**src/rtl/aes32_round_seq_pkg.sv**
```systemverilog
// Shared types and GF(2^8) helpers for the sequenced AES round.
// Pure definitions: no latency, no flow control.
// Word select implements ShiftRows/InvShiftRows as a 2-bit modular column offset.
package aes32_round_seq_pkg;

    localparam int STEP_W = 4;

    typedef enum logic [1:0] {
        ST_IDLE = 2'd0,
        ST_RUN  = 2'd1,
        ST_DONE = 2'd2
    } fsm_t;

    // 2-bit arithmetic wraps mod 4, which is exactly the row rotation.
    function automatic logic [1:0] wsel(input logic [1:0] col, input logic [1:0] bs, input logic dec);
        return dec ? (col - bs) : (col + bs);
    endfunction

    function automatic logic [7:0] xtime(input logic [7:0] a);
        return {a[6:0], 1'b0} ^ (a[7] ? 8'h1b : 8'h00);
    endfunction

    function automatic logic [7:0] gf_mul(input logic [7:0] a, input logic [7:0] b);
        logic [7:0] p;
        logic [7:0] x;
        p = 8'h00;
        x = a;
        for (int i = 0; i < 8; i++) begin
            if (b[i]) p = p ^ x;
            x = xtime(x);
        end
        return p;
    endfunction

    // a^254 is the multiplicative inverse (and maps 0 to 0).
    function automatic logic [7:0] gf_inv(input logic [7:0] a);
        logic [7:0] sq;
        logic [7:0] acc;
        sq  = a;
        acc = 8'h01;
        for (int i = 1; i < 8; i++) begin
            sq  = gf_mul(sq, sq);
            acc = gf_mul(acc, sq);
        end
        return acc;
    endfunction

    function automatic logic [7:0] aff_fwd(input logic [7:0] b);
        return b ^ {b[6:0], b[7]} ^ {b[5:0], b[7:6]} ^ {b[4:0], b[7:5]} ^ {b[3:0], b[7:4]} ^ 8'h63;
    endfunction

    function automatic logic [7:0] aff_inv(input logic [7:0] b);
        return {b[6:0], b[7]} ^ {b[4:0], b[7:5]} ^ {b[1:0], b[7:2]} ^ 8'h05;
    endfunction

endpackage

```
**src/rtl/aes32_round_seq_aes32.sv**
```systemverilog
// Single-sbox aes32 byte op: rd = rs1 ^ rol(mix?(sbox(rs2.byte[bs])), 8*bs).
// Latency: combinational.
// Backpressure: none; operand byte is forced to zero when valid is low.
module aes32
    import aes32_round_seq_pkg::*;
(
    input  logic        valid,
    input  logic [31:0] rs1,
    input  logic [31:0] rs2,
    input  logic [1:0]  bs,
    input  logic        dec,
    input  logic        mix,
    output logic [31:0] rd
);

    logic [7:0]  si;
    logic [7:0]  inv;
    logic [7:0]  so;
    logic [31:0] mixed;
    logic [31:0] rot;

    always_comb begin
        si    = valid ? rs2[{bs, 3'b000} +: 8] : 8'h00;
        // One shared GF inverse; the affine step moves before or after it.
        inv   = gf_inv(dec ? aff_inv(si) : si);
        so    = dec ? inv : aff_fwd(inv);
        mixed = {24'h000000, so};
        if (mix && dec)
            mixed = {gf_mul(so, 8'h0b), gf_mul(so, 8'h0d), gf_mul(so, 8'h09), gf_mul(so, 8'h0e)};
        else if (mix)
            mixed = {gf_mul(so, 8'h03), so, so, gf_mul(so, 8'h02)};
        case (bs)
            2'd0:    rot = mixed;
            2'd1:    rot = {mixed[23:0], mixed[31:24]};
            2'd2:    rot = {mixed[15:0], mixed[31:16]};
            default: rot = {mixed[7:0],  mixed[31:8]};
        endcase
        rd = rs1 ^ rot;
    end

endmodule

```
**src/rtl/aes32_round_seq.sv**
```systemverilog
// One AES round on a 128-bit state via 16 sequential aes32 byte ops.
// Latency: rsp_valid 16 cycles after accept; one request in flight.
// Backpressure: req_ready only in IDLE; result held in DONE until rsp_ready.
module aes32_round_seq
    import aes32_round_seq_pkg::*;
(
    input  logic         g_clk,
    input  logic         g_reset,
    input  logic         req_valid,
    output logic         req_ready,
    input  logic         req_dec,
    input  logic         req_mix,
    input  logic [127:0] req_state,
    input  logic [127:0] req_rkey,
    output logic         rsp_valid,
    input  logic         rsp_ready,
    output logic [127:0] rsp_state
);

    fsm_t              st_q;
    fsm_t              st_d;
    logic [STEP_W-1:0] step_q;
    logic              dec_q;
    logic              mix_q;
    logic [3:0][31:0]  state_q;
    logic [3:0][31:0]  rkey_q;
    logic [3:0][31:0]  acc_q;

    logic [1:0]  col;
    logic [1:0]  bs;
    logic        run;
    logic        accept;
    logic [31:0] op_rs1;
    logic [31:0] op_rs2;
    logic [31:0] op_rd;

    assign col    = step_q[3:2];
    assign bs     = step_q[1:0];
    assign run    = (st_q == ST_RUN);
    assign accept = req_valid && req_ready;

    // First byte of a column seeds the accumulator with the round key.
    assign op_rs1 = (bs == 2'd0) ? rkey_q[col] : acc_q[col];
    assign op_rs2 = state_q[wsel(col, bs, dec_q)];

    aes32 u_aes32 (
        .valid (run),
        .rs1   (op_rs1),
        .rs2   (op_rs2),
        .bs    (bs),
        .dec   (dec_q),
        .mix   (mix_q),
        .rd    (op_rd)
    );

    always_comb begin
        st_d      = st_q;
        req_ready = 1'b0;
        rsp_valid = 1'b0;
        rsp_state = acc_q;
        case (st_q)
            ST_IDLE: begin
                req_ready = 1'b1;
                if (req_valid) st_d = ST_RUN;
            end
            ST_RUN: begin
                if (&step_q) st_d = ST_DONE;
            end
            ST_DONE: begin
                rsp_valid = 1'b1;
                if (rsp_ready) st_d = ST_IDLE;
            end
            default: st_d = ST_IDLE;
        endcase
    end

    always_ff @(posedge g_clk) begin
        if (g_reset) begin
            st_q    <= ST_IDLE;
            step_q  <= '0;
            dec_q   <= 1'b0;
            mix_q   <= 1'b0;
            state_q <= '0;
            rkey_q  <= '0;
            acc_q   <= '0;
        end else begin
            st_q <= st_d;
            if (accept) begin
                step_q  <= '0;
                dec_q   <= req_dec;
                mix_q   <= req_mix;
                state_q <= req_state;
                rkey_q  <= req_rkey;
            end else if (run) begin
                acc_q[col] <= op_rd;
                if (!(&step_q)) step_q <= step_q + 1'b1;
            end
        end
    end

endmodule
```
**config.mk**
```make
export PLATFORM = sky130hd
export DESIGN_NAME = aes32_round_seq
export DESIGN_NICKNAME = d
export VERILOG_FILES = /design/src/rtl/aes32_round_seq_pkg.sv /design/src/rtl/aes32_round_seq_aes32.sv /design/src/rtl/aes32_round_seq.sv
export SDC_FILE = /design/constraint.sdc
export NUM_CORES = 2
export LEC_CHECK = 0
export BUFFER_PORTS_ARGS = -buffer_cell sky130_fd_sc_hd__buf_2
export CAP_MARGIN = 0
export CORE_MARGIN = 2
export CORE_UTILIZATION = 55
export CTS_BUF_LIST = sky130_fd_sc_hd__clkbuf_8 sky130_fd_sc_hd__clkbuf_16
export CTS_CLUSTER_SIZE = 30
export DETAILED_ROUTE_END_ITERATION = 10
export PLACE_DENSITY_LB_ADDON = 0.2
export SYNTH_ARGS = -nofsm -noshare
export SYNTH_HDL_FRONTEND = slang
export SYNTH_HIERARCHICAL = 1
export SYNTH_SLANG_ARGS = --single-unit
```
**constraint.sdc**
```tcl
create_clock -name g_clk -period 21.8 [get_ports g_clk]
set_input_delay 4.36 -clock g_clk [delete_from_list [all_inputs] [get_ports g_clk]]
set_output_delay 4.36 -clock g_clk [all_outputs]
set_load 0.005 [all_outputs]
```
# == Yosys cells after proc, flatten, opt, wreduce, memory -nomap -nowiden ==
# Cells that the tools add are included.
# totals
regBits,392
input_bits,262
output_inout_bits,130
wordCells,487
# classes
addsub,3
order_cmp,3
n_eq_ne,7
shift,1
mux,236
n_bitwise,211
reduce_logical,10
# ops
operator,n
8-bit XOR,199
8-bit 2-to-1 mux,115
5-bit 2-to-1 mux,95
32-bit 2-to-1 mux,7
32-bit binary-select mux with 2-bit select,3
128-bit bitwise mux,1
32-bit case mux with 3 select lines,1
32-bit demux with 2-bit select,1
32-bit by 6-bit variable part select with 8-bit output,1
32-bit XOR,1
2-bit 2-to-1 mux,5
7-bit 2-to-1 mux,1
"1-bit NOT, first input constant",7
"2-bit by 3-bit less-than comparator with 1-bit output, second input constant",2
6-bit 2-to-1 mux,1
"2-bit inequality test, second input constant",3
2-bit case mux with 3 select lines,1
"4-bit by 1-bit adder with 4-bit output, second input constant",1
"2-bit by 1-bit equality test with 1-bit output, second input constant",2
"2-bit equality test, second input constant",2
2-bit zero test,2
4-bit 2-to-1 mux,1
4-bit NOT,1
2-bit AND reduction,2
other kinds (11),16

# == Depth between registers and ports, before layout ==
# logic_depth
ltp_word,154
depth_mapped,86
ltp_nobuf,72

# == By module ==
# Netlist, hierarchy kept.
# modules_own_cells
module,n_inst,cells_per_inst,area_each_um2,seq_area_each_um2
aes32,1,2488,18801.8,0.0
aes32_round_seq,1,1882,16296.9,7847.5

# == Least setup slack after synthesis ==
# OpenSTA, ideal clock, no wires.
# synth_path
kind,register -> register
startpoint,register step_q[2]
endpoint,"register acc_q, in the netlist rsp_state[101]"
setup_ns,0.070
t_arrival_ns,20.203
t_required_ns,21.730
slack_ns,1.527
stages_incl_launch_ff,79
path_buffers,12
synth_period_minus_slack_ns,20.273
path_cell_list,dfxtp_1 -> buf_2 -> buf_2 -> inv_1 -> ha_1 -> buf_1 -> buf_2 -> mux4_2 -> mux4_2 -> buf_2 -> xor3_1 -> mux2_2 -> nand2_2 -> inv_2 -> ha_1 -> inv_1 -> nor3_1 -> xnor3_2 -> [43 not listed] -> buf_4 -> xor2_2 -> mux2_1 -> a22oi_1 -> xnor3_1 -> xor2_4 -> xnor2_4 -> xnor3_1 -> nor2_4 -> xnor3_2 -> xor3_1 -> nand3_1 -> nand3_1 -> nor2_1 -> a311oi_1 -> xnor2_1 -> nand2_1 -> a21oi_1
# synth_via
elab_cells_between_ends,437
cone_classes,add/sub: 2; order compare: 2; shift: 1; mux: 229; bitwise: 202; reduce/logical: 1
# synth_lines
item,line,rtl
"start, declared",aes32_round_seq.sv:22,logic [STEP_W-1:0] step_q;
"start signal, assigned",aes32_round_seq.sv:96,if (!(&step_q)) step_q <= step_q + 1'b1;
2-bit adder or 2-bit subtractor (tied branches),aes32_round_seq_pkg.sv:16,return dec ? (col - bs) : (col + bs);
2-bit 2-to-1 mux *,aes32_round_seq_pkg.sv:16,
32-bit binary-select mux with 2-bit select *,aes32_round_seq.sv:44,"assign op_rs2 = state_q[wsel(col, bs, dec_q)];"
32-bit 2-to-1 mux (not written as such) *,aes32_round_seq.sv:44,
net op_rs2[25],aes32_round_seq.sv:34,logic [31:0] op_rs2;
32-bit by 6-bit variable part select with 8-bit output *,aes32_round_seq_aes32.sv:23,"si = valid ? rs2[{bs, 3'b000} +: 8] : 8'h00;"
8-bit 2-to-1 mux *,aes32_round_seq_aes32.sv:23,
8-bit XOR,aes32_round_seq_pkg.sv:53,"return {b[6:0], b[7]} ^ {b[4:0], b[7:5]} ^ {b[1:0], b[7:2]} ^ 8'h05;"
[133 not listed],n/a,
"8-bit XOR, on equally long branches","aes32_round_seq_pkg.sv:29, aes32_round_seq_pkg.sv:20",
8-bit 2-to-1 mux or 8-bit XOR (tied branches),"aes32_round_seq_aes32.sv:28, aes32_round_seq_pkg.sv:20",
8-bit XOR,aes32_round_seq_pkg.sv:29,if (b[i]) p = p ^ x;
32-bit 2-to-1 mux *,aes32_round_seq_aes32.sv:28,if (mix && dec)
32-bit case mux with 3 select lines *,aes32_round_seq_aes32.sv:32,case (bs)
32-bit XOR *,aes32_round_seq_aes32.sv:38,rd = rs1 ^ rot;
net op_rd[5],aes32_round_seq.sv:35,logic [31:0] op_rd;
128-bit bitwise mux *,aes32_round_seq.sv:95,acc_q[col] <= op_rd;
"end signal, assigned by index",aes32_round_seq.sv:95,
"end, declared",aes32_round_seq.sv:27,logic [3:0][31:0] acc_q;
# Mark *: on every way through the listed nets, which the timed path passes. The rest lies on a longest branch. The select of a mux whose other input is x is not followed.
# A chain may end at the register's enable or synchronous reset.

# == Worst setup path after layout ==
# layout_path
startpoint,register step_q[0]
endpoint,"register acc_q, in the netlist rsp_state[51]"
# layout_via
elab_cells_between_ends,432
cone_classes,add/sub: 2; eq/ne: 2; shift: 1; mux: 224; bitwise: 202; reduce/logical: 1
# layout_lines
item,line
2-bit adder or 2-bit subtractor (tied branches),aes32_round_seq_pkg.sv:16
2-bit 2-to-1 mux *,aes32_round_seq_pkg.sv:16
32-bit binary-select mux with 2-bit select *,aes32_round_seq.sv:44
32-bit 2-to-1 mux (not written as such) *,aes32_round_seq.sv:44
net op_rs2[25],aes32_round_seq.sv:34
32-bit by 6-bit variable part select with 8-bit output *,aes32_round_seq_aes32.sv:23
8-bit 2-to-1 mux *,aes32_round_seq_aes32.sv:23
8-bit XOR,aes32_round_seq_pkg.sv:53
[134 not listed],n/a
8-bit XOR,aes32_round_seq_pkg.sv:29
8-bit 2-to-1 mux,aes32_round_seq_aes32.sv:28
8-bit XOR,aes32_round_seq_pkg.sv:29
32-bit 2-to-1 mux *,aes32_round_seq_aes32.sv:28
32-bit case mux with 3 select lines *,aes32_round_seq_aes32.sv:32
32-bit XOR *,aes32_round_seq_aes32.sv:38
net op_rd[19],aes32_round_seq.sv:35
128-bit bitwise mux *,aes32_round_seq.sv:95
# Marked as above.

==> impl_metrics.env <==
export IMPL_ys_dominant_reg_cell="sky130_fd_sc_hd__dfxtp_1"
export IMPL_tightest_slew_ns=1.27
export IMPL_fin_util=0.623
export IMPL_worst_setup_path_start_kind="flop"
export IMPL_cts_root_buf="sky130_fd_sc_hd__clkbuf_16"
export IMPL_worst_hold_path_type="reg -> reg"
export IMPL_gpl_final_weighted_congestion=0.966
export IMPL_min_period_ns=20.83
export IMPL_yosys_register_bits=392
export IMPL_drt_iter0_markers=3469
export IMPL_vias_per_cell=6.03
export IMPL_ratio_of_final_minimum_period_to_clock_period=0.956
export IMPL_finalNonFillerCells=5491
export IMPL_global_route_overflow_total=0
export IMPL_synthesis_yosys_warnings=6
export IMPL_dp_hpwl_mm=82.7
export IMPL_syn_avg_cell_area_sq_um=8.03
export IMPL_setup_viol_count_final=0
export IMPL_cts_sinks=392
export IMPL_ctsHoldBuffers=0
export IMPL_die_area_sq_um=65900
export IMPL_cts_buffers=37
export IMPL_area_growth_pct=11.9
export IMPL_ctsHtreeMaxLevel=2
export IMPL_worst_ep_arrival_time_ns=21.30
export IMPL_grt_total_usage=0.336
export IMPL_max_clock_buf_depth=3
export IMPL_wirelength_mm=115
export IMPL_clkTransAtPathRegs_ns=0.07
export IMPL_drtAntennaViolNets=0
export IMPL_port_buffer_cells=391
export IMPL_fmaxAchievable_mhz=48.0
export IMPL_cts_tree="yes"
export IMPL_drcViolationCount=0
export IMPL_run_status="finished, final reports clean"
export IMPL_synth_cell_area_sq_um=35100
export IMPL_dr_pass1_iters=6
export IMPL_fin_clk_skew_ns=0.0200
export IMPL_drt_wirelength_per_cell_um=20.9
export IMPL_die_height_um=257
export IMPL_die_width_um=257
export IMPL_rrSetupSlack_ns=0.97
export IMPL_place_inst=5408
export IMPL_critical_path_s_largest_stage_delay_ns=0.62
export IMPL_critical_path_slowest_cell="sky130_fd_sc_hd__mux4_2"
export IMPL_placement_rows=92
export IMPL_final_max_slew_violation_count=0
export IMPL_nets=4877
export IMPL_maximum_number_of_pins_on_one_net_before_global_route_repair=218
export IMPL_critPathMaxFanout=15
export IMPL_synth_seq_area_share=0.224
export IMPL_postPlaceCellArea_sq_um=37800
export IMPL_synthesis_instances=4370
export IMPL_design_portCount=392
export IMPL_initial_core_util=0.556
export IMPL_setup_tns_ns=0
export IMPL_antenna_found_initial=18
export IMPL_synth_nets=4642
export IMPL_path_class="reg -> reg"
export IMPL_slew_headroom=0.148
export IMPL_num_vias=33124
export IMPL_crit_path_end_kind="flop"
export IMPL_postLayoutCellArea_sq_um=39300
export IMPL_grt_pass1_vias=30909
export IMPL_cp_required_ns=22.26
export IMPL_distinct_cell_type_count_after_synthesis=114
export IMPL_placeableCoreArea_sq_um=63100
export IMPL_layout_drive_gt1_share=0.198
export IMPL_synth_async_sr_flop_share=0
export IMPL_grt_first_pass_wirelength_mm=178
export IMPL_timing_max_cap_violations=0
export IMPL_synth_enable_flop_cells=0
export IMPL_final_hold_viol_count=0
export IMPL_clock_insertion_delay_worst_skew_ns=0.55
logic make-up after synthesis:
| kind of cell | share of synthesized area |
|---|---|
| flip-flops | 0.224 |
| buffers and inverters | 0.0482 |
| multiplexers | 0.109 |
| AND/OR/NAND/NOR | 0.198 |
| XOR/XNOR | 0.254 |
| adder cells (fa/ha/maj) | 0.00442 |
| AO/OA/AOI/OAI | 0.163 |
registers in the layout, indices dropped and copies added (netlist names):
name,cells
rkey_q,128
rsp_state,128
state_q,128
step_q,4
st_q,2
dec_q,1
mix_q,1
layout make-up:
type / instances / area, sq um
Antenna cell: 13 / 32.5
Clock buffer: 44 / 1020
Clock inverter: 22 / 179
Fill cell: 5593 / 23800
Inverter: 36 / 135
Multi-Input combinational cell: 3605 / 25900
Sequential cell: 392 / 7860
Tap cell: 846 / 1060
Timing Repair Buffer: 533 / 3060
cell usage after synthesis (all sizes together) (28+ instances only):
library cell,instances,share of area
nand2,993,0.11
nor3,68,0.0098
xnor2,472,0.13
o21ai,113,0.016
mux2,54,0.017
mux2i,84,0.025
a31oi,28,0.0050
inv,32,0.0034
xnor3,106,0.069
clkbuf,176,0.019
dfxtp,392,0.22
a21oi,525,0.075
o22ai,45,0.0084
nand3,68,0.0097
buf,161,0.025
xor2,152,0.043
nor2,358,0.039
mux4,104,0.067
a211oi,38,0.0086
routing by layer:
metal  track usage  share of wire
met1         0.454           0.41
met2         0.528           0.45
met3        0.0676          0.094
met4         0.135          0.041
met5             0        0.00080
through the flow:
| stage | setup WS, ns | hold WS (ns) |
|---|---|---|
| 6_report | 0.965 | 0.452 |
| 2_1_floorplan | 1.53 | 0.433 |
| 4_1_cts | 0.324 | 0.453 |
| 3_5_place_dp | 0.416 | 0.444 |
| 5_1_grt | -0.00781 | 0.465 |
| 3_3_place_gp | 0.768 | 0.438 |
cells in the final DEF (no fill, tap or decap), types with 24 or more instances in the layout:
cell type                   synthesis  routed
sky130_fd_sc_hd__nand2_1          991     991
sky130_fd_sc_hd__a21oi_1          523     522
sky130_fd_sc_hd__xnor2_1          431     415
sky130_fd_sc_hd__buf_2            118     390
sky130_fd_sc_hd__dfxtp_1          392     388
sky130_fd_sc_hd__nor2_1           354     352
sky130_fd_sc_hd__buf_4             16     140
sky130_fd_sc_hd__xor2_1           135     130
sky130_fd_sc_hd__mux4_2           104     104
sky130_fd_sc_hd__o21ai_0           99      99
sky130_fd_sc_hd__xnor3_1           89      87
sky130_fd_sc_hd__mux2i_1           81      79
sky130_fd_sc_hd__nand3_1           68      68
sky130_fd_sc_hd__nor3_1            67      67
sky130_fd_sc_hd__mux2_2            52      52
sky130_fd_sc_hd__o22ai_1           44      44
sky130_fd_sc_hd__clkbuf_16          0      37
sky130_fd_sc_hd__xnor2_2           29      37
sky130_fd_sc_hd__inv_1             29      36
sky130_fd_sc_hd__a211oi_1          35      35
sky130_fd_sc_hd__a31oi_1           28      27
sky130_fd_sc_hd__o211ai_1          24      24
worst max-delay path, delay by kind of cell, from the launching register on:
family                     cells  cell delay, ns
muxes                          6            2.28
DFF                            1            0.33
AOI/OAI and AO/OA             10            2.66
adders and majority gates      3            0.90
buffers and inverters          6            1.21
xor gates and xnor gates      32           11.54
and+or+nand+nor               10            1.77
worst paths after layout:
check,start,to,cells after the start
hold / removal,state_q[46],state_q[46],2
setup reg to reg,step_q[0],rsp_state[51],67
setup / recovery,step_q[0],rsp_state[51],67
hold reg to reg,state_q[46],state_q[46],2
timing repair:
| action | CTS | global route |
|---|---|---|
| buffers inserted | 0 | 4 |
| gates resized for setup | 0 | 32 |
| endpoints found under the setup margin | 0 | 128 |
Power is left out: the tool's default activity adds up to more than one toggle a clock period on the data nets, which glitch-free logic cannot reach.
